$ cat src/rtl/spi_serf_regs.sv
// SPI-mode-0 register slave for a yaw-rate sensor front end: CDC synchronizers, frame FSM, register map.
// Define SPI_SERF_INT_EN to include the data-ready flag and the INT output; otherwise INT is tied low.
module spi_serf_regs #(
    parameter logic [7:0] WHO_AM_I_VAL = 8'h6A,
    parameter int         SMPL_EN_REQ  = 1
) (
    input  logic               clk,
    input  logic               rst,
    input  logic               SS_n,
    input  logic               SCLK,
    input  logic               MOSI,
    output logic               MISO,
    output logic               INT,
    input  logic signed [15:0] yaw_rate,
    input  logic               smpl_vld,
    output logic               frm_done
);

    localparam logic [1:0] IDLE = 2'd0;
    localparam logic [1:0] CMD  = 2'd1;
    localparam logic [1:0] DATA = 2'd2;
    localparam logic [1:0] DONE = 2'd3;

    logic [2:0] ss_q, sclk_q;
    logic [1:0] mosi_q;
    logic       ss_rise, ss_fall, sclk_rise, sclk_fall, mosi_s;

    logic [1:0]         state_q, state_d;
    logic [4:0]         cnt_q, cnt_d;
    logic [15:0]        rx_q, rx_d;
    logic [7:0]         tx_q, tx_d;
    logic               miso_q, miso_d;
    logic               frm_q, frm_d;
    logic [7:0]         shadow_q, shadow_d;
    logic [7:0]         int1_q, int1_d;
    logic [7:0]         ctrl2_q, ctrl2_d;
    logic signed [15:0] outz_q, outz_d;
    logic [6:0]         rd_addr;
    logic [7:0]         rd_byte;
    logic               smpl_en;

    // Synchronizers are left out of reset so a select held low through reset never looks like a fresh fall.
    always_ff @(posedge clk) begin
        ss_q   <= {ss_q[1:0], SS_n};
        sclk_q <= {sclk_q[1:0], SCLK};
        mosi_q <= {mosi_q[0], MOSI};
    end

    assign ss_rise   =  ss_q[1] & ~ss_q[2];
    assign ss_fall   = ~ss_q[1] &  ss_q[2];
    assign sclk_rise =  sclk_q[1] & ~sclk_q[2];
    assign sclk_fall = ~sclk_q[1] &  sclk_q[2];
    assign mosi_s    = mosi_q[1];
    assign rd_addr   = {rx_q[5:0], mosi_s};
    assign smpl_en   = (SMPL_EN_REQ != 0) ? (ctrl2_q != 8'h00) : 1'b1;

    always_comb begin
        rd_byte = 8'h00;
        case (rd_addr)
            7'h0D:   rd_byte = int1_q;
            7'h0F:   rd_byte = WHO_AM_I_VAL;
            7'h11:   rd_byte = ctrl2_q;
            7'h26:   rd_byte = outz_q[7:0];
            7'h27:   rd_byte = shadow_q;
            default: rd_byte = 8'h00;
        endcase
    end

`ifdef SPI_SERF_INT_EN
    logic drdy_q, drdy_d;
`endif

    always_comb begin
        state_d  = state_q;
        cnt_d    = cnt_q;
        rx_d     = rx_q;
        tx_d     = tx_q;
        miso_d   = miso_q;
        frm_d    = 1'b0;
        shadow_d = shadow_q;
        int1_d   = int1_q;
        ctrl2_d  = ctrl2_q;
        outz_d   = outz_q;
`ifdef SPI_SERF_INT_EN
        drdy_d   = drdy_q;
`endif
        case (state_q)
            IDLE: begin
                miso_d = 1'b0;
                if (ss_fall) begin
                    state_d = CMD;
                    cnt_d   = 5'd0;
                    tx_d    = 8'h00;
                end
            end
            CMD: begin
                if (ss_rise) begin
                    state_d = IDLE;
                end else if (sclk_rise) begin
                    rx_d  = {rx_q[14:0], mosi_s};
                    cnt_d = cnt_q + 5'd1;
                    if (cnt_q == 5'd7) begin
                        state_d = DATA;
                        // rx_q[6] is the R/W bit once the 8th bit arrives
                        if (rx_q[6]) begin
                            tx_d = rd_byte;
                            if (rd_addr == 7'h26) shadow_d = outz_q[15:8];
                        end
                    end
                end
            end
            DATA: begin
                if (ss_rise) begin
                    state_d = IDLE;
                    miso_d  = 1'b0;
                end else if (sclk_rise) begin
                    rx_d  = {rx_q[14:0], mosi_s};
                    cnt_d = cnt_q + 5'd1;
                    if (cnt_q == 5'd15) state_d = DONE;
                end else if (sclk_fall) begin
                    miso_d = tx_q[7];
                    tx_d   = {tx_q[6:0], 1'b0};
                end
            end
            default: begin
                if (ss_rise) begin
                    state_d = IDLE;
                    miso_d  = 1'b0;
                    frm_d   = 1'b1;
                    if (!rx_q[15]) begin
                        if (rx_q[14:8] == 7'h0D) int1_d  = rx_q[7:0];
                        if (rx_q[14:8] == 7'h11) ctrl2_d = rx_q[7:0];
                    end
`ifdef SPI_SERF_INT_EN
                    else if (rx_q[14:8] == 7'h27) drdy_d = 1'b0;
`endif
                end
            end
        endcase
        // Capture comes last so a new sample beats a same-cycle clear-on-read.
        if (smpl_vld && smpl_en) begin
            outz_d = yaw_rate;
`ifdef SPI_SERF_INT_EN
            drdy_d = 1'b1;
`endif
        end
    end

    always_ff @(posedge clk) begin
        rx_q <= rx_d;
        if (rst) begin
            state_q  <= IDLE;
            cnt_q    <= 5'd0;
            tx_q     <= 8'h00;
            miso_q   <= 1'b0;
            frm_q    <= 1'b0;
            shadow_q <= 8'h00;
            int1_q   <= 8'h00;
            ctrl2_q  <= 8'h00;
            outz_q   <= 16'sd0;
        end else begin
            state_q  <= state_d;
            cnt_q    <= cnt_d;
            tx_q     <= tx_d;
            miso_q   <= miso_d;
            frm_q    <= frm_d;
            shadow_q <= shadow_d;
            int1_q   <= int1_d;
            ctrl2_q  <= ctrl2_d;
            outz_q   <= outz_d;
        end
    end

`ifdef SPI_SERF_INT_EN
    always_ff @(posedge clk) begin
        if (rst) drdy_q <= 1'b0;
        else     drdy_q <= drdy_d;
    end
    assign INT = drdy_q & int1_q[1];
`else
    assign INT = 1'b0;
`endif

    assign MISO     = miso_q;
    assign frm_done = frm_q;

endmodule
$ cat config.mk
export PLATFORM = sky130hd
export DESIGN_NAME = spi_serf_regs
export DESIGN_NICKNAME = d
export VERILOG_FILES = /design/src/rtl/spi_serf_regs.sv
export SDC_FILE = /design/constraint.sdc
export NUM_CORES = 1
export LEC_CHECK = 0
export ABC_CLOCK_PERIOD_IN_PS = 4400
export BUFFER_PORTS_ARGS = -buffer_cell sky130_fd_sc_hd__buf_2
export CAP_MARGIN = 20
export CORE_ASPECT_RATIO = 0.5
export CORE_UTILIZATION = 35
export CTS_CLUSTER_SIZE = 10
export DETAILED_ROUTE_END_ITERATION = 16
export SYNTH_ARGS = -nofsm -noshare
export SYNTH_HDL_FRONTEND = slang
export SYNTH_SLANG_ARGS = --single-unit
$ cat constraint.sdc
create_clock -name clk -period 4.4 [get_ports clk]
set_clock_uncertainty 0.15 [all_clocks]
set_input_delay 0.66 -clock clk [delete_from_list [all_inputs] [get_ports clk]]
set_output_delay 0.66 -clock clk [all_outputs]
set_load 0.02 [all_outputs]
# Yosys cells after proc, flatten, opt, wreduce, memory -nomap -nowiden
# Cells that the tools add are included.
# totals
ff_bits	81
memories	0
mem_bits_ro	0
latch_bits	0
ramBits	0
output_inout_bits	3
# classes
n_reduce_logical	18
multipliers	0
n_addsub	1
bitwise	12
n_shift	0
muxes	29
eq_ne	27
magnitude_cmp	0
n_div	0
# ops
cell	n
8-bit two-way mux	8
8-bit one-hot mux with 5 select lines	1
8-bit one-hot mux with 3 select lines	1
7-bit by 4-bit equality test with 1-bit output (second input constant)	3
2-bit inequality test (second input constant)	9
3-bit inequality test (second input constant)	6
2-bit two-way mux	8
4-bit AND reduction	4
5-bit two-way mux	3
7-bit by 5-bit equality test with 1-bit output (second input constant)	2
7-bit by 6-bit equality test with 1-bit output (second input constant)	2
6-bit AND reduction	2
5-bit one-hot mux with 2 select lines	1
9-bit AND reduction	1
1-bit NOT	8
8-bit nonzero test	1
2-bit one-hot mux with 3 select lines	1
3-bit nonzero test	2
5-bit by 1-bit adder with 5-bit output (second input constant)	1
5-bit by 3-bit equality test with 1-bit output (second input constant)	1
5-bit by 4-bit equality test with 1-bit output (second input constant)	1
1-bit two-way mux	5
1-bit bitwise AND	4
4-bit nonzero test	1
11 further kinds	11

# Depth between registers and ports, before layout
# depth
word_depth	7
ltp_mapped	8
mapped_depth_nobuf	7

# Least setup slack after synthesis
# No wires, ideal clock.
# synth_timing
path_kind	register -> register
startpoint	reg state_q[1]
endpoint	reg cnt_q[2]
setup_time_ns	0.071
path_stages_with_launch	8
arrival_ns	2.556
synth_period_minus_slack_ns	2.777
path_buffers	0
setup_slack_ns	1.623
path_cell_list	dfxtp_1 -> inv_1 -> ha_1 -> inv_1 -> nor3_1 -> and2_1 -> nand3b_1 -> a21oi_1
# synth_between
elab_chain_len	4
elab_cells_between_ends	10
cone_classes	eq/ne (5); mux (1); reduce/logical (4)
# synth_lines
element	line	text
from (decl)	28	logic [1:0] state_q, state_d;
from (signal assigned)	162	state_q <= state_d;
2-bit equality test / 2-bit by 1-bit equality test with 1-bit output (equally long branches)	87	case (state_q)
2-bit OR reduction (no line)	n/a	
2-bit by 1-bit inequality test with 1-bit output (no line), or another cell as far along	n/a	
4-bit AND reduction (no line)	n/a	
to (signal assigned)	163	cnt_q <= cnt_d;
to (decl)	29	logic [4:0] cnt_q, cnt_d;
# Several ways; a longest one is shown, not always the timed one.
# A chain may end at the register's enable or synchronous reset.

# Final worst setup path
# layout_timing
startpoint	reg rx_q[9]
endpoint	reg int1_q[2]
# layout_between
elab_chain_len	2
# layout_lines
element	line	text
from (decl)	30	logic [15:0] rx_q, rx_d;
from (signal assigned)	150	rx_q <= rx_d;
7-bit by 4-bit equality test with 1-bit output	131	if (rx_q[14:8] == 7'h0D) int1_d = rx_q[7:0];
4-bit AND reduction (no line)	n/a	
to (signal assigned)	168	int1_q <= int1_d;
to (decl)	35	logic [7:0] int1_q, int1_d;
# No other way between the ends.

==> out/metrics.csv <==
metric,value,unit
status,finished clean,
clock buffer depth,2,
syn_nets,350,
grt ovf,0,
wire length per cell,15.6,um
All-Layer GR Usage,16.2,%
port bufs,23,
Final Cell Area,4010,um2
Fill cells,937,
CP max stage delay,0.54,ns
synth unique cells,55,
"EDFF count, synth",16,
I/O pin count,25,
CTS hold repair buffers,0,
vias in the first global route,2446,
Worst-Margin Slew,1.06,ns
Post-CTS Setup Inserts,0,
ys flop type,dfxtp_1,
Post-CTS Resized,0,
kind of critical path,reg -> reg,
WP data required,4.43,ns
first-pass GRT wire length,12600,um
area share of the largest cell type after synthesis,37.2,%
utilization after layout,41.9,%
cell area after synthesis,3500,um2
Area Growth Syn to Fin,14.7,%
crit path capture type,flop,
count of final setup violators,0,
layout cells sized above 1,16.1,%
worst hold slack,0.177,ns
DRT Pass-1 Iters,4,
setup TNS,0,ns
Row Count,25,
pwr dens,465,nW/um2
Remaining DRCs,0,
Post-DRT Antenna Nets,0,
CTS tree,yes,
number of synthesized register bits,81,
DIE AREA,10400,um2
Lkg Pwr,1.73,nW
Placed Area,3690,um2
Starting Density,36.6,%
Async SR Flop Fraction,0,%
Die Wd,143,um
max_slew headroom,29.1,%
Max Cap Viol,0,
Clock Sinks,81,
hpwl dp,5160,um
maximum VDD drop,0.000215,V
initial DRC count,173,
critical path peak fanout,8,
root buf cell,clkbuf_16,
routability congestion estimate,0.843,
most frequent cell after synthesis,dfxtp_1,
Max Transition Viols Final,0,
DR vias/cell,5.16,
arrival time worst endpoint,2.53,ns
Synth Warn #,0,
Syn Area/Cell,10.9,um2
Final WS setup,1.90,ns
"Clk Latency, worst-skew pair",0.34,ns
Worst Setup Start Kind,flop,
worst-path cell with the longest stage delay,nand4b_1,
Fmax,400,MHz
# H-tree levels,3,
TritonCTS Buffers,9,
clock transition at the registers of the reported paths,0.06,ns
Final Cycle Share,56.8,%
dpl ws,1.94,ns
pin count of the biggest net entering global routing,60,
clock period minus worst slack,2.50,ns
"area leader, netlist",dfxtp_1,
sequential area share after synthesis,50.9,%
# nets final,370,
placeable core area,9570,um2
Post-Synthesis Cells,322,
Die Height,72.7,um
initial antenna violation count,0,
final hold violations,0,
Synth area leaders,"dfxtp_1 (37%), edfxtp_1 (14%), mux2i_1 (13%)",
commonest cells in the netlist,"dfxtp_1 (65), nor2_1 (54), mux2i_1 (44)",
RSZ-0062 raised after global routing,no,
final WL,7500,um
Diodes inserted,0,
CP Cell Sequence,or4b_1 -> nor4b_2 -> nand4b_1 -> mux2i_1 -> nor2_1,
routed via count,2489,
Worst Hold Class,reg -> reg,
through the flow:
stage	std cells	power [mW]
after floorplan	322	1.02
after global placement	466	1.08
after detailed placement	466	1.08
after CTS	482	1.89
after global routing	482	1.95
final	482	1.86
cell type report:
| cell class | instances | area (um2) | area share, % |
|---|---|---|---|
| Multi-Input combinational cell | 217 | 1590 | 39.5 |
| Sequential cell | 81 | 1780 | 44.4 |
| Inverter | 9 | 33.8 | 0.842 |
| Timing Repair Buffer | 24 | 123 | 3.05 |
| Tap cell | 135 | 169 | 4.21 |
| Clock inverter | 6 | 70.1 | 1.75 |
| Clock buffer | 10 | 250 | 6.23 |
critical path, delay by kind of cell (launching register included):
family / cells / cell delay, ns
AND/OR/NAND/NOR: 4 / 1.45
flip-flops: 1 / 0.38
multiplexers: 1 / 0.36
cell usage in the layout (no fill, tap or decap), types with 3 or more instances in the layout:
cell type / count
dfxtp_1: 65
nor2_1: 54
mux2i_1: 44
buf_2: 23
edfxtp_1: 16
clkbuf_16: 10
inv_1: 9
a21oi_1: 9
nand2_1: 8
nand2b_1: 7
nand3_1: 7
o21ai_0: 6
ha_1: 6
a222oi_1: 5
a22o_1: 5
mux2_2: 4
and3_1: 3
nor3_1: 3
o22ai_1: 3
nand3b_1: 3
and2_1: 3
a221oi_1: 3
nor3b_1: 3
o221ai_1: 3
a22oi_1: 3
registers in the layout, indices dropped and copies added, names as in the netlist:
signal / count
ss_q: 3
mosi_q: 2
frm_done: 1
ctrl2_q: 8
MISO: 1
int1_q: 8
cnt_q: 5
sclk_q: 3
rx_q: 16
state_q: 2
outz_q: 16
tx_q: 8
shadow_q: 8
worst paths after layout:
| check | from | end | slack, ns | cells after the start |
|---|---|---|---|---|
| max | rx_q[9] | int1_q[2] | 1.90 | 5 |
| min | mosi_q[0] | mosi_q[1] | 0.18 | 0 |
| max reg2reg | rx_q[9] | int1_q[2] | 1.90 | 5 |
| min reg2reg | mosi_q[0] | mosi_q[1] | 0.18 | 0 |
power by group:
part	switching (mW)	internal, mW	leakage (nW)
logic	0.174	0.0888	0.908
registers	0.0260	0.784	0.671
clock network	0.313	0.479	0.155
cells by family (layout without fill, tap and decap cells):
logic type,count (synthesis),after routing,share of synthesized area [%]
AOI/OAI and AO/OA,48,48,10.5
adders and majority gates,6,6,2.14
buffers and inverters,24,49,3.93
DFF,81,81,50.9
muxes,48,48,13.9
other,1,1,0.107
and+or+nand+nor,114,114,18.5
routing by layer:
| layer | global-route usage [%] | share of wire (%) | up-vias |
|---|---|---|---|
| met3 | 4.92 | 5.8 | 2 |
| met2 | 25.7 | 45 | 64 |
| li1 | - | - | 1215 |
| met1 | 20.7 | 49 | 1208 |
| met5 | 0 | 0 | - |
| met4 | 6.62 | 0.32 | 0 |
Note: power is estimated with default switching activity, not from simulation.
